File: config.mk
export PLATFORM = sky130hd
export DESIGN_NAME = match_frame_sched
export DESIGN_NICKNAME = d
export VERILOG_FILES = /design/src/rtl/match_frame_sched.sv
export SDC_FILE = /design/constraint.sdc
export NUM_CORES = 1
export LEC_CHECK = 0
export ABC_AREA = 0
export BUFFER_PORTS_ARGS = -buffer_cell sky130_fd_sc_hd__buf_2
export CORE_AREA = 5 5 112 114
export DETAILED_ROUTE_END_ITERATION = 10
export DIE_AREA = 0 0 117 119
export GPL_TIMING_DRIVEN = 0
export HOLD_SLACK_MARGIN = 0.05
export SYNTH_ARGS = -nofsm -noshare
export SYNTH_HDL_FRONTEND = slang
export SYNTH_SLANG_ARGS = --single-unit
File: constraint.sdc
create_clock -name clk -period 5.1 [get_ports clk]
set_input_delay 1.275 -clock clk [delete_from_list [all_inputs] [get_ports clk]]
set_output_delay 1.275 -clock clk [all_outputs]
set_load 0.01 [all_outputs]
File: src/rtl/match_frame_sched.sv
// Frame-level scheduler: rotates descriptor RAM banks, launches the matcher once per frame,
// guards it with a watchdog and publishes per-frame match statistics.
module match_frame_sched #(
    parameter int unsigned TIMEOUT_CYC = 2000000,
    parameter int unsigned NUM_W       = 10
) (
    input  logic             clk,
    input  logic             rst,
    input  logic             feat_done,
    input  logic [NUM_W-1:0] feat_num_l,
    input  logic [NUM_W-1:0] feat_num_r,
    output logic [1:0]       wr_bank_l,
    output logic             wr_bank_r,
    output logic [1:0]       cur_bank_l,
    output logic [1:0]       prev_bank_l,
    output logic             cur_bank_r,
    output logic [NUM_W-1:0] des_num_rl,
    output logic [NUM_W-1:0] des_num_rp,
    output logic [NUM_W-1:0] des_num_rr,
    output logic             match_start,
    output logic             match_abort,
    input  logic             match_done,
    input  logic             match_dout_valid,
    output logic             busy,
    output logic             stat_valid,
    output logic [NUM_W-1:0] stat_match_cnt,
    output logic             stat_skipped,
    output logic             stat_timeout,
    output logic [15:0]      frame_cnt,
    output logic [7:0]       drop_cnt
);

    localparam int unsigned WD_W = $clog2(TIMEOUT_CYC + 1);

    typedef enum logic [2:0] {
        S_IDLE,
        S_SETUP,
        S_START,
        S_WAIT_DONE,
        S_REPORT,
        S_ABORT
    } state_t;

    state_t           state;
    state_t           state_nxt;
    logic [WD_W-1:0]  wd;
    logic [NUM_W-1:0] match_cnt;
    logic             have_prev;
    logic             accept;
    logic             skip;
    logic             wd_expired;

    assign accept     = (state == S_IDLE) && feat_done;
    assign skip       = !have_prev || (des_num_rl == '0) || (des_num_rp == '0) || (des_num_rr == '0);
    // Watchdog is zero during START, so expiry lands TIMEOUT_CYC cycles after match_start.
    assign wd_expired = (wd == WD_W'(TIMEOUT_CYC - 1));

    always_ff @(posedge clk) begin
        if (rst) state <= S_IDLE;
        else     state <= state_nxt;
    end

    always_comb begin
        state_nxt = state;
        case (state)
            S_IDLE:      if (feat_done) state_nxt = S_SETUP;
            S_SETUP:     state_nxt = skip ? S_REPORT : S_START;
            S_START:     state_nxt = S_WAIT_DONE;
            S_WAIT_DONE: begin
                if (match_done)      state_nxt = S_REPORT;
                else if (wd_expired) state_nxt = S_ABORT;
            end
            S_ABORT:     state_nxt = S_REPORT;
            S_REPORT:    state_nxt = S_IDLE;
            default:     state_nxt = S_IDLE;
        endcase
    end

    assign match_start    = (state == S_START);
    assign match_abort    = (state == S_ABORT);
    assign stat_valid     = (state == S_REPORT);
    assign busy           = (state != S_IDLE);
    assign stat_match_cnt = match_cnt;

    always_ff @(posedge clk) begin
        if (rst) begin
            wr_bank_l    <= 2'd0;
            cur_bank_l   <= 2'd1;
            prev_bank_l  <= 2'd2;
            wr_bank_r    <= 1'b0;
            cur_bank_r   <= 1'b1;
            des_num_rl   <= '0;
            des_num_rp   <= '0;
            des_num_rr   <= '0;
            frame_cnt    <= '0;
            drop_cnt     <= '0;
            match_cnt    <= '0;
            wd           <= '0;
            have_prev    <= 1'b0;
            stat_skipped <= 1'b0;
            stat_timeout <= 1'b0;
        end else begin
            if (accept) begin
                cur_bank_l  <= wr_bank_l;
                prev_bank_l <= cur_bank_l;
                wr_bank_l   <= prev_bank_l;
                cur_bank_r  <= wr_bank_r;
                wr_bank_r   <= ~wr_bank_r;
                des_num_rp  <= des_num_rl;
                des_num_rl  <= feat_num_l;
                des_num_rr  <= feat_num_r;
                frame_cnt   <= frame_cnt + 16'd1;
                match_cnt   <= '0;
            end
            if (feat_done && (state != S_IDLE) && (drop_cnt != 8'hFF))
                drop_cnt <= drop_cnt + 8'd1;
            case (state)
                S_SETUP: begin
                    have_prev <= 1'b1;
                    wd        <= '0;
                    if (skip) stat_skipped <= 1'b1;
                end
                S_START: wd <= wd + 1'b1;
                S_WAIT_DONE: begin
                    wd <= wd + 1'b1;
                    if (match_dout_valid && (match_cnt != '1))
                        match_cnt <= match_cnt + 1'b1;
                end
                S_ABORT: stat_timeout <= 1'b1;
                S_REPORT: begin
                    stat_skipped <= 1'b0;
                    stat_timeout <= 1'b0;
                end
                default: ;
            endcase
        end
    end

endmodule

==> impl_metrics.toml <==
[synth]
synth-simple-area-share_pct = 28.8
syn_nets = 582
synthAdderAreaFrac_pct = 1.11
synth_top_family_by_area = "simple AND/OR/NAND/NOR gates"
synth_area_leaders = "dfxtp_1, nand2_1, a21oi_1"
ys_types = 64
ys_seq_area_share_pct = 43.8
ys_seq_elements = 99
synth_edf_count = 0
muxShareOfSynthArea_pct = 1.16
async_flop_share_pct = 0
yosysTopAreaCell = "dfxtp_1"
synth_xor_area_share_pct = 2.32
synth_flop_cell = "dfxtp_1"
syn_area_um2 = 4520
synth_compound_area_share_pct = 19.0
synth_area_per_cell_um2 = 8.18
syn-instance-count = 553
netlist.area_leader.share_pct = 43.8
yosys_warnings = 0

[route]
drc = 0
drtIter0Drc = 192
drt-met1-wl_um = 5710
wl_per_cell_um = 15.9
drt_wl_total_um = 12900
via_per_inst = 5.55
highest_layer = "met4"
wl_met2_um = 6120
ant_nets = 0
dr_wl_met3_um = 888
first_pass_iters = 5
vias = 4510

[critical_path]
path_class = "register to primary output"
slowest_delay_ps = 350
crit_chain = "buf_2 -> nand2b_1 -> clkbuf_1 -> nor2_1 -> buf_2"
crit_top_cell = "buf_2"
rr_startpoint = "state[1]"
reg2reg_depth = 5
regToRegSetupSlack_ps = 2920
crit_arrival_ps = 1810
r2r_end = "frame_cnt[15]"
crit_required_ps = 3830
cp-end-kind = "primary output"
start_kind = "register"
slowest_stage = "dfxtp_1"
path_max_fanout = 10

[finish]
final_nets = 695
diodes = 0
drive_above_1_share_pct = 20.0
register_area_um2 = 1980
area_delta_synth_final_pct = 21.9
n_fill_cell = 1166
stdcell_count = 813
multi_input_comb_area_um2 = 2370

[cts]
cts_hold_buf = 0
cts_made_buffers = 9
h-tree-depth = 3
postCtsSetupRepairBufs = 0
cts_root_buf = "clkbuf_16"
insertion_delay_ps = 340
clockBufferDepth = 2
tritoncts = "done"
cts.sinks = 99
clk_pin_slew_ps = 70
ctsResizeCount = 0

[timing]
finalSetupViolCount = 0
fmax_mhz = 324
skew_ps = 8.88
slew_viol_final = 0
grt_setup_unrepaired = "no"
fin_tns_setup_ps = 0
worstMarginPinSlew_ps = 729
fin_crit_ps = 3080
timing.slew.headroom_pct = 51.0
min_period_over_period_pct = 60.4
timing_hold_violations_final = 0

[floorplanning]
die_y_um = 119
die_w_um = 117
io_pins = 103
die_area_um2 = 13900
coreArea_um2 = 11300
initial_core_util_pct = 40.0
num_rows = 39

[run_status]
outcome = "finished, final reports clean"

[hold_path]
hold_path_end = "cur_bank_l[1]"
worstHoldStart = "wr_bank_l[1]"
min_path_type = "register to register"
hold_depth = 2

[place]
hpwl_um = 9410
port_buffers = 102
placed_cells = 798
place.gp.congestion = 0.861

[pwr]
powerDensity_nw_per_um2 = 304
ir_worst_vdd_v = 0.000160
p_leak_nw = 2.14

[global_route]
antenna_found_initial = 0
first_global_vias = 4408
grt_max_degree = 17
overflow = 0
grt_pass1_wl_um = 21200
grt_usage_pct = 18.7

[flow_run]
maxCapViolations = 0
[critical path: cells and delay by family, from the launching register on]
| family | cells | cell delay, ps |
|---|---|---|
| buffers and inverters | 3 | 720 |
| DFF | 1 | 350 |
| and+or+nand+nor | 2 | 380 |
[stage by stage]
| stage | area [µm²] | total power, mW | hold slack [ps] | worst slack [ps] | util [%] |
|---|---|---|---|---|---|
| after floorplan | 4520 | 0.928 | 432 | 2500 | - |
| after global placement | 5210 | 0.997 | 454 | 2100 | 46.1 |
| after detailed placement | 5210 | 1.00 | 462 | 2050 | 46.1 |
| after CTS | 5520 | 1.69 | 469 | 2060 | 48.7 |
| after global routing | 5520 | 1.74 | 496 | 1960 | 48.7 |
| final | 5520 | 1.68 | 468 | 2020 | 48.7 |
[area by class of cell]
class / count / share of cell area [%]
multi-input combinational: 411 / 42.9
clock buffer: 10 / 4.33
sequential: 99 / 35.9
tap: 143 / 3.24
timing repair buffer: 102 / 9.26
inverter: 9 / 0.613
clock inverter: 5 / 1.13
buffer: 34 / 2.54
[worst max path at each step]
stage,to,from,cells after the start
floorplan,frame_cnt[12],feat_done,4
global placement,frame_cnt[15],feat_done,5
detailed placement,frame_cnt[15],feat_done,5
CTS,match_start,state[1],5
global route,match_start,state[1],5
finish,match_start,state[1],5
[flip-flops by register name, summed over array words and instances, names as in the netlist]
signal / flops
wd: 21
frame_cnt: 16
des_num_rl: 10
des_num_rp: 10
des_num_rr: 10
stat_match_cnt: 10
drop_cnt: 8
state: 3
cur_bank_l: 2
prev_bank_l: 2
wr_bank_l: 2
cur_bank_r: 1
have_prev: 1
stat_skipped: 1
stat_timeout: 1
wr_bank_r: 1
[Yosys cell counts (5+ instances only)]
master,instances
o21ai_0,13
a21oi_1,53
or4_1,5
nor2_1,39
nand3_1,24
nor3_1,17
a31oi_1,6
nand4_1,10
and3_1,9
nor4_1,13
o31ai_1,6
inv_1,9
xnor2_1,8
clkbuf_1,27
nand2_1,103
a221o_1,6
a311oi_1,7
nor2b_1,5
dfxtp_1,99
or3_1,6
[cells by family after synthesis]
family / after synthesis
simple gates: 260
compound gates: 130
flops: 99
buf+inv: 43
xor+xnor: 12
mux: 5
fa+ha+maj: 4
[per-layer routing]
metal,up-vias,GRT usage [%]
li1,2239,-
met1,2127,23.6
met2,131,30.9
met3,13,4.61
met4,0,6.59
met5,-,0
[placed cells by master, fill, tap and decap left out, types with 3 or more instances in the layout]
cell	instances
a211oi_1	4
a21oi_1	53
a221o_1	6
a311oi_1	7
a31oi_1	6
and3_1	9
and4_1	4
buf_2	106
clkbuf_1	27
clkbuf_16	9
dfxtp_1	99
ha_1	4
inv_1	9
mux2i_1	3
nand2_1	103
nand2b_1	3
nand3_1	24
nand4_1	10
nand4b_1	4
nor2_1	39
nor2b_1	5
nor3_1	17
nor4_1	13
o21ai_0	13
o21ai_1	3
o311ai_0	4
o31ai_1	6
or2_2	3
or3_1	6
or4_1	5
xnor2_1	8
xor2_1	4
[power breakdown]
| part | leakage, nW | switching (mW) | internal (mW) | total [mW] |
|---|---|---|---|---|
| registers | 0.804 | 0.0217 | 0.797 | 0.819 |
| logic | 1.19 | 0.105 | 0.0581 | 0.163 |
| clock network | 0.141 | 0.303 | 0.394 | 0.697 |
(Power assumes the default switching activity.)
